==> src/rtl/nibble_blink_tx_pkg.sv <==
// nibble_blink_tx_pkg: state encodings and 100 MHz default timing for the nibble blink path
package nibble_blink_tx_pkg;
  typedef enum logic [1:0] {IDLE = 2'd0, ON = 2'd1, GAP = 2'd2} state_t;
  localparam int N_DEF       = 4;
  localparam int T_SHORT_DEF = 20_000_000;
  localparam int T_LONG_DEF  = 60_000_000;
  localparam int T_GAP_DEF   = 40_000_000;
endpackage

==> src/rtl/nibble_blink_tx_blink_timer.sv <==
// blink_timer: loadable down-counter; expire is high during the last cycle of a loaded period
module blink_timer #(
  parameter int W = 8
) (
  input  logic         clk,
  input  logic         reset,
  input  logic         load,
  input  logic [W-1:0] load_val,
  output logic         expire
);
  logic [W-1:0] cnt;
  always_ff @(posedge clk or posedge reset)
    if (reset) cnt <= '0;
    else if (load) cnt <= load_val;
    else if (cnt != '0) cnt <= cnt - 1'b1;
  assign expire = cnt == W'(1);
endmodule

==> src/rtl/nibble_blink_tx.sv <==
// nibble_blink_tx: plays an N-bit word MSB first on one LED as short/long pulses with fixed gaps.
// Define NIBBLE_BLINK_TX_SYNC_EN to treat start as a raw push-button level (sync + edge detect).
module nibble_blink_tx
  import nibble_blink_tx_pkg::*;
#(
  parameter int N       = N_DEF,
  parameter int T_SHORT = T_SHORT_DEF,
  parameter int T_LONG  = T_LONG_DEF,
  parameter int T_GAP   = T_GAP_DEF
) (
  input  logic         clk,
  input  logic         reset,
  input  logic         start,
  input  logic [N-1:0] data,
  output logic         led,
  output logic         busy,
  output logic         done
);
  localparam int TW = $clog2(T_LONG + 1);
  localparam int CW = $clog2(N);
  state_t state, state_n;
  logic [N-1:0] sr, sr_n;
  logic [CW-1:0] cnt;
  logic [TW-1:0] load_val;
  logic req, expire, go, gap_end, more, load, led_n, busy_n, done_n;
`ifdef NIBBLE_BLINK_TX_SYNC_EN
  // two sync flops, one edge-history flop, then a registered accept pulse
  logic [2:0] sync;
  logic req_r;
  always_ff @(posedge clk or posedge reset)
    if (reset) begin
      sync  <= '0;
      req_r <= 1'b0;
    end else begin
      sync  <= {sync[1:0], start};
      req_r <= sync[1] & ~sync[2];
    end
  assign req = req_r;
`else
  assign req = start;
`endif
  blink_timer #(.W(TW)) u_timer (
    .clk(clk), .reset(reset), .load(load), .load_val(load_val), .expire(expire)
  );
  always_ff @(posedge clk or posedge reset)
    if (reset) begin
      state <= IDLE;
      led   <= 1'b0;
      busy  <= 1'b0;
      done  <= 1'b0;
    end else begin
      state <= state_n;
      led   <= led_n;
      busy  <= busy_n;
      done  <= done_n;
    end
  always_comb begin
    go       = state == IDLE && req;
    gap_end  = state == GAP && expire;
    more     = cnt != '0;
    sr_n     = go ? data : (gap_end && more) ? sr << 1 : sr;
    load     = go || (state == ON && expire) || (gap_end && more);
    load_val = state == ON ? TW'(T_GAP) : sr_n[N-1] ? TW'(T_LONG) : TW'(T_SHORT);
    state_n  = go ? ON : (state == ON && expire) ? GAP : gap_end ? (more ? ON : IDLE) : state;
  end
  always_comb begin
    led_n  = state_n == ON;
    busy_n = state_n != IDLE;
    done_n = gap_end && !more;
  end
  always_ff @(posedge clk or posedge reset)
    if (reset) begin
      sr  <= '0;
      cnt <= '0;
    end else begin
      sr  <= sr_n;
      cnt <= go ? CW'(N - 1) : (gap_end && more) ? cnt - 1'b1 : cnt;
    end
endmodule

==> config.mk <==
export PLATFORM = sky130hd
export DESIGN_NAME = nibble_blink_tx
export DESIGN_NICKNAME = d
export VERILOG_FILES = /design/src/rtl/nibble_blink_tx_pkg.sv /design/src/rtl/nibble_blink_tx_blink_timer.sv /design/src/rtl/nibble_blink_tx.sv
export SDC_FILE = /design/constraint.sdc
export NUM_CORES = 1
export LEC_CHECK = 0
export ABC_AREA = 1
export BUFFER_PORTS_ARGS = -buffer_cell sky130_fd_sc_hd__buf_2
export CORE_MARGIN = 3
export CORE_UTILIZATION = 25
export DETAILED_ROUTE_END_ITERATION = 6
export PLACE_DENSITY = 0.41
export SLEW_MARGIN = 20
export SYNTH_ARGS = -nofsm -noshare
export SYNTH_HDL_FRONTEND = slang
export SYNTH_SLANG_ARGS = --single-unit
==> constraint.sdc <==
create_clock -name clk -period 1.7 [get_ports clk]
set_input_delay 0.51 -clock clk [delete_from_list [all_inputs] [get_ports clk]]
set_output_delay 0.51 -clock clk [all_outputs]
set_load 0.05 [all_outputs]
==> impl_results.md <==
- Min Tclk post-route: 1.828 ns
- Number of instances in the placed design: around 480
- Fillers: 906
- Unrepaired setup endpoints after global routing: true
- Total GRT Usage: 0.1328
- Critical path type: flop to flop
- CTS buffer count: 5
- Cts hold-fix bufs: 0
- HPWL Detailed: approximately 4900 um
- TritonRoute pass-1 iters: 4
- Status: complete, but fails checks
- Vias in the first global route: 2,162
- Violated checks: negative setup slack
- Peak supply drop: 0.0002766 V
- Slew @ Worst Pin: 0.3135 ns
- Port-buffer cells: 9
- Hold Crit Class: input port to async pin
- Synthesized instance count: between 200 and 300
- Proportion of layout cells with a drive suffix above 1: 0.4719
- FP Rows: 34
- Final Power: between 1.5 and 2 mW
- ANT nets after route: 0
- Number of diodes: 0
- Switching portion of total power: 0.2010
- Logic pwr share: 0.017
- Worst EP arrival: 2.02 ns
- Grt total ovfl: 0
- Clock buffer depth: 2
- Synth Cell Area: between 0.002 and 0.0025 mm2
- Max-cap violations: 0
- Final setup fails: 22
- DIE HEIGHT: 101.6 um
- CP required: 1.89 ns
- LEAKAGE: about 1.7 nW
- Synth-to-Final Area Change: 53.97%
- Tcrit/Tclk final: 1.075
- First-pass GRT wire length: 10,680 um
- WL per Instance: 12.53 um
- Initial Utilization: 0.2596
- Net switching power: 0.3439 mW
- Fin. Hold Viols: 0
- Worst R2R Path Depth: 11
- Syn nets: 300
- Final wirelength: 6267 um
- CTS root buf: clkbuf_8
- Reg clk slew, reported paths: 0.08 ns
- Initial DRC count: just under 60
- Setup Skew: 0.004458 ns
- Number of I/O pins: 10
- Post-route DRC violation count: 0
- CTS tree: built
- Placer congestion estimate: 0.7973
- Post-synthesis register bit count: 37
- Nets: between 400 and 500
- Setup crit end kind: flop
- Initial antenna violation count: 0
- Clk pwr share: 0.469
- Yosys Warn Count: 0
- Slew margin rel.: 0.7902
- Largest net degree at the start of global routing: 38
- Skew-Pair Late Insertion Delay: 0.29 ns
- Max-slew violations: 0
- Clk sinks: 37
- Detailed-route via count: approximately 2,100
- Power Dens Cells: 486.3 mW/mm2
- Startpoint Class: flop
- Core area: between 0.008 and 0.009 mm2
- Non-Filler Instances: 500
- Part of the power in registers: 0.514
- Area of the die: 0.01033 mm2
- Min setup slack post-route: -0.1280 ns
- Vias per cell: 4.252
- CP Max Fanout: 3
- Syn_area_per_cell: 7.883 um2
- H-tree levels: 2
- Int Pwr: 1.368 mW
- Netlist cell types: 36
- Maximum operating frequency: approximately 0.55 GHz
- Die X: about 100 um
- Seq/Total Area, Yosys: 0.4050
[synth_stat cells]
cell type  instances  area share
nor2_1            40       0.066
nor3_2             1      0.0044
inv_2              4      0.0066
nand3b_1           3      0.0099
nand2_4            1      0.0049
nor2_2            13       0.036
and2_1             2      0.0055
nor3_1             4      0.0088
nand4_2            1      0.0055
nor2_4             4       0.020
inv_1             44       0.072
ha_1               3       0.016
o21ai_2            1      0.0038
buf_2              3      0.0066
a211oi_1           3      0.0099
nand2_2            6       0.016
a21boi_0           1      0.0033
nand3_4            2       0.015
o21ai_1            1      0.0022
nand4_1            4       0.011
nand3_1           13       0.028
a21oi_1           16       0.035
or2_0              1      0.0027
or2_2              2      0.0055
nand3_2            3       0.013
nand4_4            1      0.0093
o211ai_1           2      0.0066
nor3b_4            1      0.0082
a41oi_1            1      0.0038
nand2_1           47       0.077
dfrtp_1           37        0.41
buf_6              2      0.0099
xor2_1             9       0.034
o21ai_0           10       0.022
o221ai_1           1      0.0038
xnor2_1            3       0.011
[routing by layer]
| metal | vias up | global-route usage | wire length [um] |
|---|---|---|---|
| li1 | 1116 | - | - |
| met4 | 0 | 0.02761 | 61 |
| met5 | - | 0 | 0 |
| met2 | 13 | 0.2093 | 2911 |
| met3 | 6 | 0.02893 | 174 |
| met1 | 991 | 0.1874 | 3120 |
[area by class of cell]
cell class / instances / area (um2) / area share
repair buffers: 99 / 784.5 / 0.2229
clock inverters: 1 / 30.03 / 0.008532
inverters: 48 / 185.2 / 0.05261
flip-flops and latches: 37 / 927.1 / 0.2634
well taps: 108 / 135.1 / 0.03839
clock buffers: 7 / 86.33 / 0.02453
multi-input cells: 200 / 1371 / 0.3896
[path summary, 6_finish.rpt]
path	start	slack [ns]	endpoint
min	reset	0.25	u_timer.cnt[3]
max in group asynchronous	reset	1.24	u_timer.cnt[0]
min in group clk	data[0]	0.43	sr[0]
max	u_timer.cnt[13]	-0.13	u_timer.cnt[20]
min reg2reg	sr[2]	0.55	sr[2]
max reg2reg	u_timer.cnt[13]	-0.13	u_timer.cnt[20]
[power by group through the flow]
stage | Clock, mW | Combinational, mW | Sequential [mW]
after global routing | 0.873 | 0.0345 | 0.879
after global placement | 0 | 0.0323 | 0.897
after detailed placement | 0 | 0.0327 | 0.897
after CTS | 0.830 | 0.0326 | 0.879
after floorplan | 0 | 0.0130 | 0.897
final | 0.803 | 0.0296 | 0.879
[sequential cells by signal, indices dropped and copies added (netlist names)]
| register | flops |
|---|---|
| state | 2 |
| done | 1 |
| led | 1 |
| busy | 1 |
| u_timer.cnt | 26 |
| sr | 4 |
| cnt | 2 |
[through the flow]
| stage | area (um2) | utilization | TNS, ns | setup WS [ns] | hold slack (ns) |
|---|---|---|---|---|---|
| 6_report | 3520 | 0.3997 | -1.473 | -0.1280 | 0.2519 |
| 5_1_grt | 3520 | 0.3997 | -5.525 | -0.2421 | 0.2665 |
| 4_1_cts | 3456 | 0.3924 | -1.972 | -0.1374 | 0.2630 |
| 3_5_place_dp | 3017 | 0.3426 | -4.911 | -0.2593 | 0.5328 |
| 3_3_place_gp | 3017 | 0.3426 | -4.203 | -0.2476 | 0.5292 |
| 2_1_floorplan | 2301 | - | 0 | 0.005969 | 0.4714 |
[kinds of logic after synthesis]
family | count (synthesis) | share of synthesized area
AOI/OAI and AO/OA | 36 | 0.09031
xor gates and xnor gates | 12 | 0.04598
adders and majority gates | 3 | 0.01642
buffers and inverters | 53 | 0.09523
DFF | 37 | 0.4050
and+or+nand+nor | 149 | 0.3470
[worst max-delay path, stage by stage (launching register included)]
cell     delay (ns)
dfrtp_1        0.39
nor2_2         0.16
nand2_2        0.11
nor2_4         0.18
buf_6          0.12
nand2_4        0.05
buf_6          0.12
nor3_4         0.14
nand2_1        0.09
xor2_1         0.16
a21oi_2        0.17
nor2_4         0.04
[repair_timing]
action	4_1_cts	5_1_grt
setup endpoints to repair	34	36
setup buffers	15	2
gates resized for setup	52	13
pin swaps	18	13
[cell usage in the layout (no fill, tap or decap), drive strengths merged]
cell type   n
buf        99
nor2       57
nand2      54
inv        48
dfrtp      37
nand3      18
a21oi      16
o21ai      12
xor2        9
clkbuf      7
nand4       6
nor3        5
xnor2       3
nand3b      3
a211oi      3
or2         3
ha          3
and2        2
o211ai      2
nor3b       1
a21boi      1
a41oi       1
o221ai      1
bufinv      1
(Power assumes the default switching activity.)
